$ cat src/rtl/pc_fetch_pkg.sv
// pc_fetch_pkg: shared PC-source encoding and stack-pointer width helper for the fetch unit.
package pc_fetch_pkg;
    localparam logic [1:0] PC_INC  = 2'd0;
    localparam logic [1:0] PC_JMP  = 2'd1;
    localparam logic [1:0] PC_CALL = 2'd2;
    localparam logic [1:0] PC_RET  = 2'd3;

    function automatic int sp_w(input int depth);
        return $clog2(depth + 1);
    endfunction
endpackage

$ cat src/rtl/pc_fetch_if.sv
// pc_fetch_if: control, ROM and status signals of the fetch unit.
interface pc_fetch_if #(
    parameter int ADDR_W      = 4,
    parameter int DATA_W      = 8,
    parameter int STACK_DEPTH = 4
);
    import pc_fetch_pkg::*;
    logic                          EN, JMP, CALL, RET;
    logic [ADDR_W-1:0]             TARGET, ADDR;
    logic [DATA_W-1:0]             ROM_DATA, INSTR;
    logic                          INSTR_VALID, STACK_OVF, STACK_UNF;
    logic [sp_w(STACK_DEPTH)-1:0]  SP;

    modport master (output EN, JMP, CALL, RET, TARGET, ROM_DATA,
                    input ADDR, INSTR, INSTR_VALID, SP, STACK_OVF, STACK_UNF);
    modport slave  (input EN, JMP, CALL, RET, TARGET, ROM_DATA,
                    output ADDR, INSTR, INSTR_VALID, SP, STACK_OVF, STACK_UNF);
endinterface

$ cat src/rtl/lifo_stack.sv
// lifo_stack: small return-address stack; pushes beyond full and pops of empty are ignored.
module lifo_stack
    import pc_fetch_pkg::*;
#(
    parameter int WIDTH = 4,
    parameter int DEPTH = 4
) (
    input  logic                     CLK,
    input  logic                     RST,
    input  logic                     push,
    input  logic                     pop,
    input  logic [WIDTH-1:0]         din,
    output logic [WIDTH-1:0]         top,
    output logic [sp_w(DEPTH)-1:0]   count,
    output logic                     full,
    output logic                     empty
);
    localparam int CW = sp_w(DEPTH);
    localparam int IW = DEPTH > 1 ? $clog2(DEPTH) : 1;
    logic [WIDTH-1:0] mem_q [2**IW];
    logic [WIDTH-1:0] mem_d [2**IW];
    logic [CW-1:0]    count_q, count_d;
    logic [IW-1:0]    wr_idx, rd_idx;

    assign full   = count_q == CW'(DEPTH);
    assign empty  = count_q == '0;
    assign wr_idx = IW'(count_q);
    assign rd_idx = IW'(count_q - 1'b1);
    assign top    = mem_q[rd_idx];
    assign count  = count_q;

    always_comb begin
        mem_d   = mem_q;
        count_d = count_q;
        if (push && !full) begin
            mem_d[wr_idx] = din;
            count_d       = count_q + 1'b1;
        end else if (pop && !empty) begin
            count_d = count_q - 1'b1;
        end
    end

    always_ff @(posedge CLK or posedge RST)
        if (RST) count_q <= '0;
        else     count_q <= count_d;

    // Contents need no reset: they are only read while count is non-zero.
    always_ff @(posedge CLK)
        mem_q <= mem_d;
endmodule

$ cat src/rtl/pc_fetch_unit.sv
// pc_fetch_unit: program counter with jump/call/return, registered instruction fetch and sticky stack flags.
module pc_fetch_unit
    import pc_fetch_pkg::*;
#(
    parameter int          ADDR_W      = 4,
    parameter int          DATA_W      = 8,
    parameter int          STACK_DEPTH = 4,
    parameter int unsigned RESET_ADDR  = 0
) (
    input logic        CLK,
    input logic        RST,
    pc_fetch_if.slave  bus
);
    localparam int SP_W = sp_w(STACK_DEPTH);
    logic [ADDR_W-1:0] pc_q, pc_d, pc_inc, top;
    logic [DATA_W-1:0] instr_q, instr_d;
    logic              valid_q, valid_d, ovf_q, ovf_d, unf_q, unf_d;
    logic              push, pop, full, empty;
    logic [1:0]        sel;
    logic [SP_W-1:0]   count;

    lifo_stack #(.WIDTH(ADDR_W), .DEPTH(STACK_DEPTH)) u_stack (
        .CLK(CLK), .RST(RST), .push(push), .pop(pop), .din(pc_inc),
        .top(top), .count(count), .full(full), .empty(empty)
    );

    always_comb begin
        sel     = bus.RET ? PC_RET : bus.CALL ? PC_CALL : bus.JMP ? PC_JMP : PC_INC;
        pc_inc  = pc_q + 1'b1;
        push    = bus.EN && sel == PC_CALL && !full;
        pop     = bus.EN && sel == PC_RET && !empty;
        // A return on an empty stack falls through to a plain increment.
        pc_d    = !bus.EN ? pc_q :
                  (sel == PC_INC || (sel == PC_RET && empty)) ? pc_inc :
                  sel == PC_RET ? top : bus.TARGET;
        instr_d = bus.EN ? bus.ROM_DATA : instr_q;
        valid_d = bus.EN;
        ovf_d   = ovf_q | (bus.EN && sel == PC_CALL && full);
        unf_d   = unf_q | (bus.EN && sel == PC_RET && empty);
    end

    always_ff @(posedge CLK or posedge RST)
        if (RST) begin
            pc_q    <= ADDR_W'(RESET_ADDR);
            instr_q <= '0;
            valid_q <= 1'b0;
            ovf_q   <= 1'b0;
            unf_q   <= 1'b0;
        end else begin
            pc_q    <= pc_d;
            instr_q <= instr_d;
            valid_q <= valid_d;
            ovf_q   <= ovf_d;
            unf_q   <= unf_d;
        end

    assign bus.ADDR        = pc_q;
    assign bus.INSTR       = instr_q;
    assign bus.INSTR_VALID = valid_q;
    assign bus.SP          = count;
    assign bus.STACK_OVF   = ovf_q;
    assign bus.STACK_UNF   = unf_q;
endmodule

$ cat src/flat_wrapper.sv
// flat-port wrapper written by rule: the top's interface ports become plain ports
module pc_fetch_unit_flat import pc_fetch_pkg::*;
#(
    parameter int          ADDR_W      = 4,
    parameter int          DATA_W      = 8,
    parameter int          STACK_DEPTH = 4,
    parameter int unsigned RESET_ADDR  = 0
)
  (CLK, RST, bus_EN, bus_JMP, bus_CALL, bus_RET, bus_TARGET, bus_ROM_DATA, bus_ADDR, bus_INSTR, bus_INSTR_VALID, bus_SP, bus_STACK_OVF, bus_STACK_UNF);
  pc_fetch_if #(.ADDR_W(ADDR_W), .DATA_W(DATA_W), .STACK_DEPTH(STACK_DEPTH)) bus_i ();
  input logic CLK;
  input logic RST;
  input wire logic [$bits(bus_i.EN)-1:0] bus_EN;
  input wire logic [$bits(bus_i.JMP)-1:0] bus_JMP;
  input wire logic [$bits(bus_i.CALL)-1:0] bus_CALL;
  input wire logic [$bits(bus_i.RET)-1:0] bus_RET;
  input wire logic [$bits(bus_i.TARGET)-1:0] bus_TARGET;
  input wire logic [$bits(bus_i.ROM_DATA)-1:0] bus_ROM_DATA;
  output wire logic [$bits(bus_i.ADDR)-1:0] bus_ADDR;
  output wire logic [$bits(bus_i.INSTR)-1:0] bus_INSTR;
  output wire logic [$bits(bus_i.INSTR_VALID)-1:0] bus_INSTR_VALID;
  output wire logic [$bits(bus_i.SP)-1:0] bus_SP;
  output wire logic [$bits(bus_i.STACK_OVF)-1:0] bus_STACK_OVF;
  output wire logic [$bits(bus_i.STACK_UNF)-1:0] bus_STACK_UNF;
  assign bus_i.EN = bus_EN;
  assign bus_i.JMP = bus_JMP;
  assign bus_i.CALL = bus_CALL;
  assign bus_i.RET = bus_RET;
  assign bus_i.TARGET = bus_TARGET;
  assign bus_i.ROM_DATA = bus_ROM_DATA;
  assign bus_ADDR = bus_i.ADDR;
  assign bus_INSTR = bus_i.INSTR;
  assign bus_INSTR_VALID = bus_i.INSTR_VALID;
  assign bus_SP = bus_i.SP;
  assign bus_STACK_OVF = bus_i.STACK_OVF;
  assign bus_STACK_UNF = bus_i.STACK_UNF;
  pc_fetch_unit #(.ADDR_W(ADDR_W), .DATA_W(DATA_W), .STACK_DEPTH(STACK_DEPTH), .RESET_ADDR(RESET_ADDR)) u_core (.CLK(CLK), .RST(RST), .bus(bus_i));
endmodule
$ cat config.mk
export PLATFORM = sky130hd
export DESIGN_NAME = pc_fetch_unit_flat
export DESIGN_NICKNAME = d
export VERILOG_FILES = /design/src/rtl/pc_fetch_pkg.sv /design/src/rtl/pc_fetch_if.sv /design/src/rtl/lifo_stack.sv /design/src/rtl/pc_fetch_unit.sv /design/src/flat_wrapper.sv
export SDC_FILE = /design/constraint.sdc
export NUM_CORES = 1
export LEC_CHECK = 0
export ABC_AREA = 1
export CAP_MARGIN = 0
export CORE_MARGIN = 2
export CORE_UTILIZATION = 50
export CTS_CLUSTER_DIAMETER = 30
export DETAILED_ROUTE_END_ITERATION = 12
export GPL_TIMING_DRIVEN = 0
export PLACE_DENSITY = 0.79
export SETUP_SLACK_MARGIN = 0.1
export SLEW_MARGIN = 5
export SYNTH_ARGS = -nofsm -noshare
export SYNTH_HDL_FRONTEND = slang
export SYNTH_HIERARCHICAL = 1
export SYNTH_SLANG_ARGS = --single-unit
$ cat constraint.sdc
create_clock -name CLK -period 3 [get_ports CLK]
set_clock_uncertainty 0.2 [all_clocks]
set_input_delay 0.6 -clock CLK [delete_from_list [all_inputs] [get_ports CLK]]
set_output_delay 0.6 -clock CLK [all_outputs]
set_load 0.02 [all_outputs]
==> flow_metrics.py <==
metrics = {
    "cells_and_area": {
        "fin_nets": 256,
        "fin_util_pct": 65.9,
        "antenna-diode-count": 0,
        "final_layout_size_suffix_gt1_share_pct": 11.6,
        "areaGrowthSynthToFinish_pct": 28.3,
    },
    "run": {
        "maxCapViolCount": 0,
    },
    "clock_network": {
        "clock_sinks": 34,
        "clockBufferDepth": 2,
        "cts_htree_levels": 2,
        "cts_resized": 0,
        "numCtsBuffers": 5,
        "clk_pin_slew_ns": 0.11,
        "cts_tree": "done",
        "holdBufCountCts": 0,
        "post_cts_buffers": 0,
        "cts-root-buf": "clkbuf_4",
        "clock_latency_ns": 0.33,
    },
    "power": {
        "p_clk_share_pct": 17.8,
        "seqPwrFrac_pct": 37.0,
        "ir_worst_vdd_mv": 0.479,
        "p_sw_uw": 730,
        "comb_power_share_pct": 45.2,
        "internal_power_uw": 1130,
        "powerDensity_nw_per_um2": 854,
        "p_sw_share_pct": 39.2,
        "power_leakage_uw": 0.00104,
    },
    "setup_path": {
        "worstPathArrival_ns": 2.25,
        "path_buf_inv": 3,
        "slowest_stage": "dfrtp_1",
        "worstPathMaxFanout": 11,
        "crit_chain": "buf_2 > inv_2 > ha_1 > nand2_2 > inv_1 > nor2_1 > nand2_4 > nor2_1",
        "critical-path-max-stage-delay_ns": 0.41,
        "start_kind": "flop",
        "cp_common_cell": "nor2_1",
        "path_delay_family": "simple AND/OR/NAND/NOR gates",
        "required_ns": 2.80,
        "critPathCaptureType": "flop",
        "path_class": "reg -> reg",
    },
    "global_routing": {
        "grt_pass1_wl_mm": 5.67,
        "grt_pass1_vias": 1269,
        "grt_usage_pct": 18.7,
        "overflow": 0,
        "grt_max_degree": 16,
        "antenna_found_initial": 0,
    },
    "die": {
        "core_um2": 3310,
        "die-area_um2": 3880,
        "die_x_um": 62.3,
        "start_util_pct": 51.4,
        "fp.dieH_um": 62.3,
        "ios": 36,
        "rows": 21,
    },
    "sta": {
        "setup_violations": 0,
        "grt_setup_unrepaired": "no",
        "tightestPinTransition_ns": 0.559,
        "fin_crit_ns": 2.46,
        "slew_headroom_pct": 62.7,
        "fmax_mhz": 407,
        "hold_viol_final": 0,
        "fin_crit_sh_pct": 81.8,
        "tns_ns": 0,
        "final-max-slew-violation-count": 0,
    },
    "synth": {
        "netlist_instances": 191,
        "ys_types": 22,
        "synth_area_um2": 1700,
        "ys_seq_elements": 34,
        "syn_avg_cell_area_um2": 8.90,
        "synth_nets": 215,
        "yosys_warnings": 6,
        "yosysSeqAreaShare_pct": 54.7,
    },
    "detailed_routing": {
        "routed_wl_mm": 3.25,
        "ant_nets": 0,
        "detail_route.iter0.violations": 38,
        "vias": 1311,
        "drtPass1Iterations": 4,
        "drc": 0,
        "routedWlPerCell_um": 11.7,
        "vias_per_cell": 4.70,
    },
    "status": {
        "outcome": "complete, no violations",
    },
    "worst_hold_path": {
        "min_path_type": "in -> async",
    },
    "placement": {
        "io_buffers": 34,
        "hpwl_mm": 2.55,
        "gp_congestion": 0.844,
    },
}
layout make-up:
type	instances	area, um2
Buffer	5	33.8
Clock buffer	5	37.5
Clock inverter	3	45.0
Fill cell	281	1130
Inverter	30	113
Multi-Input combinational cell	122	623
Sequential cell	34	931
Tap cell	46	57.6
Timing Repair Buffer	34	340
power by group through the flow:
stage / combinational, uW / clock [uW] / sequential [uW]
floorplan: 489 / 0 / 770
global placement: 827 / 0 / 697
detailed placement: 845 / 0 / 700
CTS: 848 / 340 / 690
global route: 947 / 360 / 706
finish: 842 / 332 / 688
metrics by stage:
stage / std cells / area, um2 / worst slack (ns) / total power, uW / hold slack [ns]
after floorplan: 191 / 1700 / 0.744 / 1260 / 0.154
after detailed placement: 271 / 2100 / 0.341 / 1550 / 0.260
final: 279 / 2180 / 0.545 / 1860 / 0.252
after CTS: 279 / 2180 / 0.519 / 1880 / 0.258
after global placement: 271 / 2100 / 0.368 / 1520 / 0.255
after global routing: 279 / 2180 / 0.347 / 2010 / 0.257
synth_stat cells:
library cell,number,share of area (%)
ha_1,6,4.4
nand2_4,5,3.3
nor2_4,1,0.66
nand2_2,4,1.5
inv_1,27,6.0
o22ai_1,4,1.5
buf_4,1,0.44
dfrtp_1,18,26
buf_2,2,0.59
clkbuf_2,1,0.29
a31o_2,1,0.52
nor2_1,14,3.1
nand2_1,63,14
inv_2,3,0.66
nand3_1,11,3.2
xor2_1,1,0.52
o21ai_0,8,2.4
nand4_1,2,0.74
xnor2_1,1,0.52
edfxtp_1,16,28
o21bai_1,1,0.44
buf_6,1,0.66
per-layer routing:
metal	GRT usage [%]	vias to the layer above	wire, um
met5	0	-	0
met4	6.67	0	66
met3	4.71	6	129
met2	30.8	26	1550
met1	24.1	602	1500
li1	-	677	-
cells in the final DEF, fill, tap and decap left out, types with 2 or more instances in the layout:
cell	n
buf_2	2
clkbuf_4	5
clkdlybuf4s50_1	34
clkinvlp_4	2
dfrtp_1	18
edfxtp_1	16
ha_1	6
inv_1	27
inv_2	3
nand2_1	63
nand2_2	4
nand2_4	5
nand3_1	11
nand4_1	2
nor2_1	14
o21ai_0	8
o22ai_1	4
worst paths after layout:
check,depth (start not counted),end,startpoint,slack (ns)
worst max-delay path,8,u_core/u_stack/mem_q[2],u_core/u_stack/count[0],0.54
worst min-delay path,2,u_core/u_stack/count[2],RST,0.25
worst max register to register,8,u_core/u_stack/mem_q[2],u_core/u_stack/count[0],0.54
worst min register to register,1,u_core/bus.STACK_UNF,u_core/bus.STACK_UNF,0.28
max in group asynchronous,2,u_core/bus.ADDR[3],RST,1.79
min in group CLK,1,u_core/bus.STACK_UNF,u_core/bus.STACK_UNF,0.28
logic make-up after synthesis:
group	share of synthesized area, %
buffers and inverters	8.61
DFF	54.7
xor gates and xnor gates	1.03
AOI/OAI and AO/OA	4.78
adders and majority gates	4.41
and+or+nand+nor	26.4
flip-flops by register name, indices dropped and copies added (netlist names):
signal and cells:
u_core/bus.ADDR 4, u_core/u_stack/mem_q 16, u_core/u_stack/count 3, u_core/bus.INSTR_VALID 1
u_core/bus.STACK_OVF 1, u_core/bus.INSTR 8, u_core/bus.STACK_UNF 1
worst register-to-register path: stages, from the launching register on:
cell and delay, ns:
dfrtp_1 0.41, buf_2 0.24, inv_2 0.13, ha_1 0.27, nand2_2 0.11, inv_1 0.06
nor2_1 0.21, nand2_4 0.12, nor2_1 0.36
(Power assumes the default switching activity.)
